<file path="src/rtl/alu_pkg.sv">
`default_nettype none
// ============================================================================
// alu_pkg : shared Simple ALU types and constants for the sequential divider
// Revision: 1.0
// ============================================================================
package alu_pkg;

  localparam int WIDTH = 6;
  localparam logic [WIDTH-1:0] DIV0_QUOTIENT = 6'h3F;
  localparam logic [2:0] LAST_ITER = 3'(WIDTH - 1);

  typedef enum logic [1:0] {
    IDLE = 2'd0,
    RUN  = 2'd1,
    DONE = 2'd2
  } state_t;

endpackage : alu_pkg
`default_nettype wire

</file>
<file path="src/rtl/div_step.sv">
`default_nettype none
// ============================================================================
// div_step : one restoring-division trial subtraction on a 6-bit ripple adder
// Revision: 1.0
// ============================================================================
module div_step
  import alu_pkg::*;
(
  input  logic [WIDTH:0]   rprime_i,
  input  logic [WIDTH-1:0] divisor_i,
  output logic [WIDTH-1:0] diff_o,
  output logic             no_borrow_o
);

  logic [WIDTH:0]   w_carry;
  logic [WIDTH-1:0] w_b;

  // R' - D computed as R'[5:0] + ~D + 1; carry-out high means no borrow.
  assign w_b        = ~divisor_i;
  assign w_carry[0] = 1'b1;

  for (genvar i = 0; i < WIDTH; i++) begin : g_ripple
    assign diff_o[i]    = rprime_i[i] ^ w_b[i] ^ w_carry[i];
    assign w_carry[i+1] = (rprime_i[i] & w_b[i]) | (w_carry[i] & (rprime_i[i] ^ w_b[i]));
  end

  assign no_borrow_o = w_carry[WIDTH] | rprime_i[WIDTH];

endmodule : div_step
`default_nettype wire

</file>
<file path="src/rtl/seq_divider6.sv">
`default_nettype none
// ============================================================================
// seq_divider6 : iterative 6-bit unsigned restoring divider, start/done handshake
// Revision: 1.0
// ============================================================================
module seq_divider6
  import alu_pkg::*;
(
  input  logic             clk,
  input  logic             rst,
  input  logic             start,
  input  logic [WIDTH-1:0] dividend,
  input  logic [WIDTH-1:0] divisor,
  output logic             busy,
  output logic             done,
  output logic [WIDTH-1:0] quotient,
  output logic [WIDTH-1:0] remainder,
  output logic             div_by_zero
);

  state_t           state_q, state_d;
  logic [WIDTH-1:0] q_q, q_d;
  logic [WIDTH:0]   r_q, r_d;
  logic [WIDTH-1:0] d_q, d_d;
  logic [2:0]       cnt_q, cnt_d;
  logic             busy_q, busy_d;
  logic             done_q, done_d;
  logic [WIDTH-1:0] quot_q, quot_d;
  logic [WIDTH-1:0] rem_q, rem_d;
  logic             dbz_q, dbz_d;

  logic [WIDTH:0]   w_rprime;
  logic [WIDTH-1:0] w_diff;
  logic             w_no_borrow;

  assign w_rprime = {r_q[WIDTH-1:0], q_q[WIDTH-1]};

  div_step u_div_step (
    .rprime_i    (w_rprime),
    .divisor_i   (d_q),
    .diff_o      (w_diff),
    .no_borrow_o (w_no_borrow)
  );

  always_comb begin
    state_d = state_q;
    q_d     = q_q;
    r_d     = r_q;
    d_d     = d_q;
    cnt_d   = cnt_q;
    busy_d  = 1'b0;
    done_d  = 1'b0;
    quot_d  = quot_q;
    rem_d   = rem_q;
    dbz_d   = dbz_q;

    case (state_q)
      IDLE, DONE: begin
        state_d = IDLE;
        if (start) begin
          if (divisor != '0) begin
            state_d = RUN;
            busy_d  = 1'b1;
            q_d     = dividend;
            r_d     = '0;
            d_d     = divisor;
            cnt_d   = '0;
          end else begin
            state_d = DONE;
            done_d  = 1'b1;
            quot_d  = DIV0_QUOTIENT;
            rem_d   = dividend;
            dbz_d   = 1'b1;
          end
        end
      end
      RUN: begin
        q_d   = {q_q[WIDTH-2:0], w_no_borrow};
        r_d   = w_no_borrow ? {1'b0, w_diff} : w_rprime;
        cnt_d = cnt_q + 3'd1;
        if (cnt_q == LAST_ITER) begin
          // Results publish on the same edge as the final iteration.
          state_d = DONE;
          done_d  = 1'b1;
          quot_d  = q_d;
          rem_d   = r_d[WIDTH-1:0];
          dbz_d   = 1'b0;
        end else begin
          busy_d = 1'b1;
        end
      end
      default: state_d = IDLE;
    endcase
  end

  always_ff @(posedge clk or posedge rst) begin
    if (rst) begin
      state_q <= IDLE;
      q_q     <= '0;
      r_q     <= '0;
      d_q     <= '0;
      cnt_q   <= '0;
      busy_q  <= 1'b0;
      done_q  <= 1'b0;
      quot_q  <= '0;
      rem_q   <= '0;
      dbz_q   <= 1'b0;
    end else begin
      state_q <= state_d;
      q_q     <= q_d;
      r_q     <= r_d;
      d_q     <= d_d;
      cnt_q   <= cnt_d;
      busy_q  <= busy_d;
      done_q  <= done_d;
      quot_q  <= quot_d;
      rem_q   <= rem_d;
      dbz_q   <= dbz_d;
    end
  end

  assign busy        = busy_q;
  assign done        = done_q;
  assign quotient    = quot_q;
  assign remainder   = rem_q;
  assign div_by_zero = dbz_q;

endmodule : seq_divider6
`default_nettype wire

</file>
<file path="config.mk">
export PLATFORM = sky130hd
export DESIGN_NAME = seq_divider6
export DESIGN_NICKNAME = d
export VERILOG_FILES = /design/src/rtl/alu_pkg.sv /design/src/rtl/div_step.sv /design/src/rtl/seq_divider6.sv
export SDC_FILE = /design/constraint.sdc
export NUM_CORES = 1
export LEC_CHECK = 0
export CORE_MARGIN = 3
export CORE_UTILIZATION = 30
export CTS_CLUSTER_SIZE = 28
export DETAILED_ROUTE_END_ITERATION = 8
export GPL_TIMING_DRIVEN = 0
export PLACE_DENSITY_LB_ADDON = 0.08
export SKIP_LAST_GASP = 1
export SLEW_MARGIN = 20
export SYNTH_ARGS = -nofsm -noshare
export SYNTH_HDL_FRONTEND = slang
export SYNTH_SLANG_ARGS = --single-unit
export TNS_END_PERCENT = 10
</file>
<file path="constraint.sdc">
create_clock -name clk -period 3.3 [get_ports clk]
set_input_delay 0.33 -clock clk [delete_from_list [all_inputs] [get_ports clk]]
set_output_delay 0.33 -clock clk [all_outputs]
set_load 0.01 [all_outputs]
</file>
==> impl_metrics.csv <==
group,metric,value,unit
status,status,"finished, final reports clean",
route,postRouteAntennaNets,0,
cells_and_area,mostFrequentLayoutCell,"dfrtp_1",
clocking,clk_latency,0.29,ns
setup_path,r2r_setup_slack,0.12,ns
yosys,synth_top_flop_cell,"dfrtp_1",
setup_path,r2r-start,"d_q[0]",
yosys,netlist_area,1930,sq um
floorplan,start_util,31.8,%
yosys,postSynthCellCount,164,
timing,skew,0.00572,ns
setup_path,crit_chain,"ha_2 -> fa_2 -> fa_2 -> fa_2 -> fa_2 -> fa_1 -> nor2b_4 -> mux2_4 -> a221oi_2",
floorplan,die_w,86.2,um
placement,dp.cells,269,
yosys,ys_seq_elements,38,
route,routed_wirelength,4.66,mm
clocking,clk_pin_slew,0.08,ns
placement,gp_congestion,0.787,
global_route,grt_pass1_vias,1428,
timing,setup_ws,0.123,ns
global_route,grt_pass1_wl,7.76,mm
yosys,synthSimpleGateAreaFrac,13.8,%
worst_hold_path,hp-class,"in2async",
clocking,clockRootBuffer,"clkbuf_8",
yosys,synth-edff-count,0,
floorplan,core,6060,sq um
cells_and_area,area_growth_syn_to_layout,28.1,%
timing,grt_setup_unrepaired,"false",
setup_path,crit_buf_inv,0,
setup_path,cp.required,3.50,ns
clocking,cts_sinks,38,
cells_and_area,final_util,40.8,%
floorplan,die-height,86.2,um
timing,max-slew-margin-rel,63.0,%
yosys,postSynthAreaPerCell,11.8,sq um
global_route,overflow,0,
setup_path,crit_start,"d_q[0]",
clocking,clockBufferDepth,2,
floorplan,dieArea,7430,sq um
cells_and_area,fill_cells,607,
timing,holdWs,0.372,ns
route,drt_iter0_markers,38,
yosys,synth.distinct_cells,48,
setup_path,cp_top_family,"adder cells",
placement,place_hpwl,3.53,mm
yosys,synth_compound_area_share,16.3,%
setup_path,worst-path-max-fanout,7,
setup_path,crit_type,"reg2reg",
placement,post-place-ws,-0.219,ns
clocking,post_cts_buffers,0,
timing,min_period,3.18,ns
setup_path,cp.arrival,3.37,ns
setup_path,end_kind,"flop",
power_and_ir_drop,power.density,968,nW/um^2
setup_path,startpoint_type,"flop",
timing,fmax,315,MHz
clocking,cts_buffers,5,
floorplan,ios,30,
cells_and_area,fin_cells,276,
global_route,grt_max_degree,22,
power_and_ir_drop,power_leakage,0.00101,uW
timing,hold_viol_final,0,
timing,drv_slew,0,
route,drc,0,
setup_path,crit_slowest_cell,"dfrtp_1",
yosys,synth_nets,187,
run,maxCapViolations,0,
yosys,ys_seq_area_share,49.3,%
cells_and_area,antenna_cells,0,
yosys,async_reset_ff_share,100,%
floorplan,rows,28,
timing,worstMarginPinSlew,0.550,ns
setup_path,crit_end,"remainder[4]",
power_and_ir_drop,ir_worst_vdd,0.322,mV
timing,finalSetupViolations,0,
cells_and_area,layout.nets,223,
route,drtPass1Iterations,4,
global_route,antenna_found_initial,0,
clocking,h-tree-depth,2,
yosys,synth_top_family_by_area,"compound AO/OA/AOI/OAI gates",
setup_path,r2r_end,"remainder[4]",
setup_path,reg2regPathDepth,9,
setup_path,crit_top_cell,"fa_2",
clocking,cts_tree,"built",
route,routedWlPerCell,16.9,um
cells_and_area,layout_common_cells,"dfrtp_1 (38), clkdlybuf4s50_1 (29), nand2_1 (12), a211oi_1 (12), inv_1 (11)",
global_route,track_usage,13.7,%
yosys,synth_adder_area_share,7.13,%
placement,portBuffers,29,
timing,finalCritPeriodShare,96.3,%
route,vias,1340,
yosys,synth_xor_area_share,0.454,%
cells_and_area,drive_gt1_share,18.4,%
yosys,synth.mux.area_fraction,7.98,%
power_and_ir_drop,finalPower,2390,uW
setup_path,cpPeakStageDelay,0.40,ns
route,vias_per_cell,4.86,
yosys,yosys_warnings,0,
setup_path,cp.depth,9,
## worst register-to-register path, delay by kind of cell (launching register included)
| family | cells | cell delay (ns) |
|---|---|---|
| AND/OR/NAND/NOR | 1 | 0.18 |
| flip-flops | 1 | 0.40 |
| adder cells (fa/ha/maj) | 6 | 1.94 |
| multiplexers | 1 | 0.32 |
| AO/OA/AOI/OAI | 1 | 0.24 |
## power breakdown
part	internal (uW)	total (uW)	switching [uW]
clock	169	331	162
sequential	687	823	136
combinational	626	1240	613
## layout make-up
class	count	area, sq um	area share (%)
well taps	75	93.8	3.80
clock buffers	7	86.3	3.49
multi-input cells	105	925	37.4
flip-flops and latches	38	951	38.5
plain buffers	6	40.0	1.62
repair buffers	30	318	12.9
inverters	14	52.6	2.13
clock inverters	1	5.00	0.203
## state kept, by name (all words and copies together), names as in the netlist
signal       count
quotient         6
busy             1
q_q              6
done             1
state_q          2
remainder        6
d_q              6
r_q              6
div_by_zero      1
cnt_q            3
## synth_stat cells (2+ instances only)
cell / count / area [sq um]
buf_6: 2 / 22.5
mux2_1: 8 / 90.1
or3_1: 2 / 12.5
ha_1: 3 / 37.5
a22o_1: 3 / 26.3
a211oi_1: 12 / 90.1
inv_1: 13 / 48.8
nor2_1: 10 / 37.5
a221oi_1: 3 / 26.3
o221a_2: 2 / 22.5
nand2_1: 12 / 45.0
mux2_2: 3 / 33.8
dfrtp_1: 38 / 951
fa_1: 5 / 100
nor3_1: 2 / 10.0
nand2b_1: 4 / 25.0
a21oi_1: 4 / 20.0
mux2i_1: 3 / 30.0
o22ai_1: 4 / 25.0
clkbuf_1: 2 / 7.51
buf_2: 2 / 10.0
## worst min-delay path by stage
stage | startpoint | end | slack (ns) | cells after the start
floorplan | divisor[0] | d_q[0] | 0.46 | 1
global placement | quotient[1] | quotient[1] | 0.47 | 1
detailed placement | quotient[0] | quotient[0] | 0.48 | 1
CTS | rst | cnt_q[0] | 0.38 | 2
global route | rst | cnt_q[0] | 0.41 | 2
finish | rst | state_q[1] | 0.37 | 2
## through the flow
| stage | setup TNS, ns | cell area, sq um |
|---|---|---|
| after CTS | 0 | 2450 |
| after floorplan | 0 | 1930 |
| after global placement | -1.28 | 2310 |
| final | 0 | 2470 |
| after global routing | 0 | 2470 |
| after detailed placement | -1.48 | 2340 |
## per-layer routing
layer / routed length [um] / track usage, % / part of all wire, % / up-vias
met5: 0 / 0 / 0 / -
met2: 2020 / 19.2 / 43 / 26
met4: 34 / 3.40 / 0.73 / 0
li1: - / - / - / 671
met1: 2410 / 20.9 / 52 / 638
met3: 193 / 3.52 / 4.1 / 5
## logic make-up (layout without fill, tap and decap cells)
family                     count (synthesis)  after routing
and+or+nand+nor                           43             43
adders and majority gates                  8              8
AOI/OAI and AO/OA                         39             39
buffers and inverters                     21             58
xor gates and xnor gates                   1              1
muxes                                     14             14
DFF                                       38             38
## repair_timing
action                     CTS  global route
hold buffers                 0             0
setup endpoints to repair   12             3
resized for setup            6             6
pin swaps                    0             1
Power figures use the tool's default switching activity.
